### src/rtl/submatrix_pkg.sv
// Shared types and sizing helpers for the submatrix downsampler and its serial popcount.
package submatrix_pkg;

  typedef enum logic [1:0] {
    IDLE  = 2'd0,
    COUNT = 2'd1,
    WRITE = 2'd2,
    DONE  = 2'd3
  } state_e;

  localparam int GROUP_W_DEFAULT = 16;

  function automatic int count_w(input int group_w);
    return $clog2(group_w + 1);
  endfunction

endpackage

### src/rtl/submatrix_downsampler_serial_popcount.sv
// Serial popcount: shift register, running count and bit index for one submatrix group.
module serial_popcount
  import submatrix_pkg::*;
#(
  parameter int GROUP_W = GROUP_W_DEFAULT,
  parameter int COUNT_W = count_w(GROUP_W)
) (
  input  logic               clk_i,
  input  logic               rst_ni,
  input  logic               load_i,
  input  logic               shift_i,
  input  logic [GROUP_W-1:0] data_i,
  output logic               busy_o,
  output logic               last_o,
  output logic [COUNT_W-1:0] count_o
);

  localparam int IDX_W = (GROUP_W > 1) ? $clog2(GROUP_W) : 1;

  logic [GROUP_W-1:0] shreg_q, shreg_d;
  logic [COUNT_W-1:0] count_q, count_d;
  logic [IDX_W-1:0]   idx_q, idx_d;
  logic               busy_q, busy_d;
  logic               last_s;

  assign last_s  = busy_q && (idx_q == IDX_W'(GROUP_W - 1));
  assign busy_o  = busy_q;
  assign last_o  = last_s;
  // Count including the bit consumed by a shift in this cycle, so the owner
  // can register a result on the same edge as the final shift.
  assign count_o = count_q + COUNT_W'(shreg_q[0]);

  always_comb begin
    shreg_d = shreg_q;
    count_d = count_q;
    idx_d   = idx_q;
    busy_d  = busy_q;
    if (load_i) begin
      shreg_d = data_i;
      count_d = '0;
      idx_d   = '0;
      busy_d  = 1'b1;
    end else if (shift_i && busy_q) begin
      shreg_d = shreg_q >> 1;
      count_d = count_q + COUNT_W'(shreg_q[0]);
      idx_d   = idx_q + IDX_W'(1);
      busy_d  = !last_s;
    end else begin
      busy_d  = busy_q;
    end
  end

  always_ff @(posedge clk_i) begin
    if (!rst_ni) begin
      shreg_q <= '0;
      count_q <= '0;
      idx_q   <= '0;
      busy_q  <= 1'b0;
    end else begin
      shreg_q <= shreg_d;
      count_q <= count_d;
      idx_q   <= idx_d;
      busy_q  <= busy_d;
    end
  end

endmodule

### src/rtl/submatrix_downsampler.sv
// Thresholds the popcount of each 4x4 submatrix into one pixel written to a sequential RAM address.
// Optional sticky handshake-violation flag under SUBMATRIX_DOWNSAMPLER_PROTOCOL_ERR_EN.
module submatrix_downsampler
  import submatrix_pkg::*;
#(
  parameter int GROUP_W    = GROUP_W_DEFAULT,
  parameter int NUM_GROUPS = 4096,
  parameter int OUT_ADDR_W = 12,
  parameter int THRESHOLD  = 8
) (
  input  logic                  clock,
  input  logic                  resetN,
  input  logic                  loaded,
  input  logic [GROUP_W-1:0]    submatrixElements,
  output logic                  readyToBeLoaded,
  output logic                  wrEn,
  output logic [OUT_ADDR_W-1:0] wrAddress,
  output logic                  wrData,
`ifdef SUBMATRIX_DOWNSAMPLER_PROTOCOL_ERR_EN
  output logic                  protocolError,
`endif
  output logic                  done
);

  localparam int                  COUNT_W     = count_w(GROUP_W);
  localparam logic [COUNT_W-1:0]  THR_C       = COUNT_W'(THRESHOLD);
  localparam logic [OUT_ADDR_W-1:0] LAST_ADDR_C = OUT_ADDR_W'(NUM_GROUPS - 1);

  state_e                state_q, state_d;
  logic [OUT_ADDR_W-1:0] addr_q, addr_d;
  logic                  ready_q, ready_d;
  logic                  wr_en_q, wr_en_d;
  logic                  wr_data_q, wr_data_d;
  logic                  done_q, done_d;
  logic                  pc_load_s, pc_shift_s, pc_busy_s, pc_last_s;
  logic [COUNT_W-1:0]    pc_count_s;

  serial_popcount #(
    .GROUP_W (GROUP_W),
    .COUNT_W (COUNT_W)
  ) u_popcount (
    .clk_i   (clock),
    .rst_ni  (resetN),
    .load_i  (pc_load_s),
    .shift_i (pc_shift_s),
    .data_i  (submatrixElements),
    .busy_o  (pc_busy_s),
    .last_o  (pc_last_s),
    .count_o (pc_count_s)
  );

  always_comb begin
    state_d    = state_q;
    addr_d     = addr_q;
    pc_load_s  = 1'b0;
    pc_shift_s = 1'b0;
    case (state_q)
      IDLE: begin
        if (loaded) begin
          pc_load_s = 1'b1;
          state_d   = COUNT;
        end else begin
          state_d   = IDLE;
        end
      end
      COUNT: begin
        pc_shift_s = 1'b1;
        if (pc_last_s) begin
          state_d = WRITE;
        end else if (pc_busy_s) begin
          state_d = COUNT;
        end else begin
          state_d = IDLE;
        end
      end
      WRITE: begin
        if (addr_q == LAST_ADDR_C) begin
          state_d = DONE;
        end else begin
          addr_d  = addr_q + OUT_ADDR_W'(1);
          state_d = IDLE;
        end
      end
      DONE:    state_d = DONE;
      default: state_d = IDLE;
    endcase

    // Outputs are decoded from the next state so they are all register-driven.
    ready_d = (state_d == IDLE);
    wr_en_d = (state_d == WRITE);
    done_d  = (state_d == DONE);
    if (state_d == WRITE) begin
      wr_data_d = (pc_count_s >= THR_C);
    end else begin
      wr_data_d = 1'b0;
    end
  end

  always_ff @(posedge clock) begin
    if (!resetN) begin
      state_q   <= IDLE;
      addr_q    <= '0;
      ready_q   <= 1'b1;
      wr_en_q   <= 1'b0;
      wr_data_q <= 1'b0;
      done_q    <= 1'b0;
    end else begin
      state_q   <= state_d;
      addr_q    <= addr_d;
      ready_q   <= ready_d;
      wr_en_q   <= wr_en_d;
      wr_data_q <= wr_data_d;
      done_q    <= done_d;
    end
  end

  assign readyToBeLoaded = ready_q;
  assign wrEn            = wr_en_q;
  assign wrAddress       = addr_q;
  assign wrData          = wr_data_q;
  assign done            = done_q;

`ifdef SUBMATRIX_DOWNSAMPLER_PROTOCOL_ERR_EN
  logic prot_err_q, prot_err_d;

  // Sticky: upstream presented a group while we were not accepting one.
  always_comb begin
    prot_err_d = prot_err_q | (loaded && (state_q != IDLE));
  end

  always_ff @(posedge clock) begin
    if (!resetN) begin
      prot_err_q <= 1'b0;
    end else begin
      prot_err_q <= prot_err_d;
    end
  end

  assign protocolError = prot_err_q;
`endif

endmodule

### config.mk
export PLATFORM = sky130hd
export DESIGN_NAME = submatrix_downsampler
export DESIGN_NICKNAME = d
export VERILOG_FILES = /design/src/rtl/submatrix_pkg.sv /design/src/rtl/submatrix_downsampler_serial_popcount.sv /design/src/rtl/submatrix_downsampler.sv
export SDC_FILE = /design/constraint.sdc
export NUM_CORES = 1
export LEC_CHECK = 0
export ABC_AREA = 1
export BUFFER_PORTS_ARGS = -buffer_cell sky130_fd_sc_hd__buf_2
export CAP_MARGIN = 20
export CORE_UTILIZATION = 50
export CTS_BUF_LIST = sky130_fd_sc_hd__clkbuf_8
export CTS_CLUSTER_DIAMETER = 200
export DETAILED_ROUTE_END_ITERATION = 6
export GPL_ROUTABILITY_DRIVEN = 0
export PLACE_DENSITY = 0.81
export SYNTH_ARGS = -nofsm -noshare
export SYNTH_HDL_FRONTEND = slang
export SYNTH_HIERARCHICAL = 1
export SYNTH_SLANG_ARGS = --single-unit
### constraint.sdc
create_clock -name clock -period 1.6 [get_ports clock]
set_input_delay 0.32 -clock clock [delete_from_list [all_inputs] [get_ports clock]]
set_output_delay 0.32 -clock clock [all_outputs]
set_load 0.03 [all_outputs]
Word-level counts from Yosys, hierarchy flattened:

Cells that the tools add are included.

* add/subtract/negate cells: 3
* order comparisons: 1
* equality and inequality tests: 7
* muxes and demuxes: 12
* bitwise gates (word level): 2
* reduce and logical (&&, ||, !) cells: 9

Operators with widths (count)
* 16-bit two-way mux: 2
* 12-bit by 1-bit adder with 12-bit output, second input constant: 1
* 12-bit == test, second input constant: 1
* 2-bit == test, second input constant: 4
* 2-bit case mux with 4 select lines: 1
* 1-bit two-way mux: 7
* 5-bit by 1-bit adder with 5-bit output: 1
* 5-bit by 4-bit greater-or-equal comparator with 1-bit output, second input constant: 1
* 4-bit by 1-bit adder with 4-bit output, second input constant: 1
* 4-bit == test, second input constant: 1
* 2-bit logical NOT: 2
* 2-bit two-way mux: 2
* 2-bit AND reduction: 2
* 2-bit by 1-bit == test with 1-bit output, second input constant: 1
* 1-bit logical AND: 2
* 1-bit NOT: 2
* 2-bit nonzero test: 1
* 2-bit OR reduction: 1
* 1-bit logical NOT: 1

* input bits: 19
* output and inout bits: 16
* bits in registers: 44
* word-level logic and storage cells: 44

Longest topological paths before layout:

* depth after elaboration: 6
* mapped depth: 10
* gate-level depth less buffers: 9

Modules after synthesis:

Netlist, hierarchy kept.

Modules (own cells, without submodules)
* serial_popcount: cells each 188, area an instance 1366.3 um^2, instances 1
* submatrix_downsampler: cells each 140, area an instance 954.7 um^2, instances 1

Worst setup path after synthesis:

No wires, ideal clock.

* kind: reg2reg
* start point: register addr_q[1] (netlist: wrAddress[1])
* end point: register addr_q[6] (netlist: wrAddress[6])
* period minus slack after synthesis: 1.558 ns
* path slack: 0.042 ns
* setup time: 0.113 ns
* cell stages (with the launch flop): 10
* data arrival time: 1.445 ns
* buffers on the path: 1
* path through: dfxtp_1 -> ha_1 -> nand2_2 -> nor2_2 -> nand3_2 -> buf_6 -> nand3_1 -> nand2_1 -> nand2_1 -> nor2_1

* word-level cells in the longest chain between the ends: 3
* elaborated cells between the ends (all ways): 4
* classes of those cells: add/sub (1); eq/ne (1); bitwise (1); reduce/logical (1)

RTL lines
* start: declaration: line submatrix_downsampler.sv:30 `logic [OUT_ADDR_W-1:0] addr_q, addr_d;`
* start signal: assignment: line submatrix_downsampler.sv:109 `addr_q <= addr_d;`
* parallel branches: the longest is 3 deep, another holds 12-bit by 1-bit adder with 12-bit output

Several ways; the timed one is not identified.
A chain may end at the register's enable or synchronous reset.

Worst setup path after layout:

Ends and elaborated chain as after synthesis.

==> flow_metrics.tcl <==
set metrics [dict create \
    synthToLayoutAreaGrowth_pct 11.1 \
    timing.rr.end "wrAddress[6]" \
    starting_drc_count_in_detailed_routing 87 \
    die_y_um 70.1 \
    detail_route.vias_per_cell 4.93 \
    final.period_utilization 0.917 \
    synth_warnings 6 \
    end_kind "flip-flop" \
    worst_pin_slew_ps 300 \
    hold_buffers 0 \
    power.clock.fraction 0.352 \
    share_of_total_power_in_combinational_logic 0.106 \
    setup_tns_ps 0 \
    power.switching_uw 517 \
    final_layout_size_suffix_gt1_frac 0.202 \
    floorplan_core_area_um2 4410 \
    worst-r2r-setup-slack_ps 130 \
    min_period_ps 1470 \
    post_synthesis_cells 327 \
    worst_case_clock_skew_ps 5.15 \
    finish.net_count 384 \
    drt_first_pass_iters 4 \
    max_clk_rate_ghz 0.682 \
    clkSlewWorstSetupHoldPaths_ps 80 \
    postLayoutCoreUtil 0.583 \
    irDropWorstVdd_uv 481 \
    power.static_leakage_nw 1.19 \
    worstHoldPathType "input pin to flip-flop" \
    min_to "u_popcount/shreg_q[15]" \
    timing.critical_path.required_ps 1790 \
    tritoncts "done" \
    htree_levels 2 \
    total_die_area_um2 4910 \
    die_width_um 70.1 \
    detail_route.wl_per_cell_um 10.3 \
    cp-start-kind "flip-flop" \
    post-route-drc-count 0 \
    numPortBuffers 34 \
    grt_antenna_before_repair 0 \
    cp_max_fo 10 \
    route.vias.total 2035 \
    cts_repair_resize_count 0 \
    cts_setup_buffers 0 \
    timing.critical_path.arrival_ps 1660 \
    finalHoldViolCount 0 \
    clock_insertion_delay_worst_skew_ps 290 \
    max_slew_margin 0.799 \
    detailed_place.area_um2 2480 \
    cts-root-buf "clkbuf_8" \
    synth_fp_nets 350 \
    track_usage 0.184 \
    grt_start_max_net_pins 34 \
    cts_max_path_buffers 2 \
    initial_core_util 0.525 \
    maxSlewViolCount 0 \
    cell_int_power_mw 1.59 \
    netSwitchingFraction 0.245 \
    power_per_cell_area_nw_per_um2 820 \
    n_antenna_cell 0 \
    syn-mean-instance-area_um2 7.09 \
    hp-start "submatrixElements[15]" \
    mappedNetlistArea_um2 2320 \
    cts.sinks 44 \
    timing.hold.worst_path_depth 3 \
    grt_first_pass_wirelength_mm 7.22 \
    criticalPathCategory "flip-flop to flip-flop" \
    grt_pass1_vias 1714 \
    floorplan.io_pins 35 \
    rsz0062_at_grt "false" \
    antenna_left 0 \
    postRouteWirelength_mm 4.23 \
    dp_hpwl_mm 2.93 \
    maxCapViolations 0 \
    worstRegToRegCells 9 \
    rr_startpoint "wrAddress[1]" \
    outcome "finished clean" \
    seq_power_share 0.542 \
    cts_made_buffers 5 \
    rows 24 \
    grt-ovfl-total 0 \
    layout.cell_area.non_filler_um2 2570 \
    finalSetupViolations 0 \
]
-- cell type report --
class | count | area (µm²)
clock buffers | 7 | 96.3
fillers | 422 | 1840
inverters | 31 | 124
multi-input cells | 241 | 1190
flip-flops and latches | 44 | 881
well taps | 52 | 65.1
repair buffers | 38 | 213
-- sequential cells by signal (all words and copies together) (netlist names), 2 cells and up --
signal,flops
wrAddress,12
state_q,2
u_popcount/shreg_q,16
u_popcount/idx_q,4
u_popcount/count_q,5
-- per-stage QoR --
| stage | cells | setup slack [ps] | hold slack, ps | power [mW] |
|---|---|---|---|---|
| final | 413 | 133 | 269 | 2.11 |
| after CTS | 413 | 135 | 255 | 2.14 |
| after global placement | 406 | 196 | 472 | 1.39 |
| after detailed placement | 406 | 148 | 476 | 1.39 |
| after global routing | 413 | 3.57 | 282 | 2.22 |
| after floorplan | 327 | 42.1 | 457 | 1.36 |
-- layout by cell type, fill, tap and decap left out --
cell,n
nand2_1,106
dfxtp_1,44
nor2_1,38
buf_2,34
nand3_1,30
inv_1,27
a21oi_1,15
a21oi_2,10
nand4_1,9
clkbuf_8,7
o21ai_0,6
nand2_2,5
nand2_4,4
xor2_1,4
ha_1,4
inv_2,3
buf_4,3
nand3_2,2
xnor2_1,2
nor2_2,1
a31oi_1,1
o21a_1,1
nor2_8,1
nor3_1,1
buf_12,1
inv_8,1
nor2_4,1
-- critical path, cell delays in order (launching register included) --
cell,delay [ps]
dfxtp_1,400
ha_1,250
nand2_2,70
nor2_2,120
nand3_2,100
buf_4,180
nand3_1,90
nand2_1,60
nand2_1,50
nor2_1,40
-- metal layers --
| metal | global-route usage | vias up | routed length, µm |
|---|---|---|---|
| li1 | - | 1106 | - |
| met1 | 0.231 | 881 | 2030 |
| met2 | 0.294 | 44 | 1980 |
| met3 | 0.0577 | 4 | 180 |
| met4 | 0.0711 | 0 | 53 |
| met5 | 0 | - | 0 |
-- worst max path at each step --
stage | slack, ps | to | cells past startpoint | startpoint
floorplan | 40 | wrAddress[6] | 9 | wrAddress[1]
global placement | 200 | readyToBeLoaded | 9 | wrAddress[1]
detailed placement | 150 | wrAddress[6] | 9 | wrAddress[0]
CTS | 130 | wrAddress[6] | 9 | wrAddress[0]
global route | 4 | u_popcount/count_q[2] | 7 | state_q[1]
finish | 130 | wrAddress[6] | 9 | wrAddress[1]
-- power by group through the flow --
| stage | Combinational [mW] | Clock, mW | Sequential [mW] |
|---|---|---|---|
| after floorplan | 0.184 | 0 | 1.17 |
| after global placement | 0.220 | 0 | 1.17 |
| after detailed placement | 0.223 | 0 | 1.17 |
| after CTS | 0.224 | 0.776 | 1.14 |
| after global routing | 0.253 | 0.816 | 1.15 |
| final | 0.223 | 0.743 | 1.14 |
Note: power is estimated with default switching activity, not from simulation.
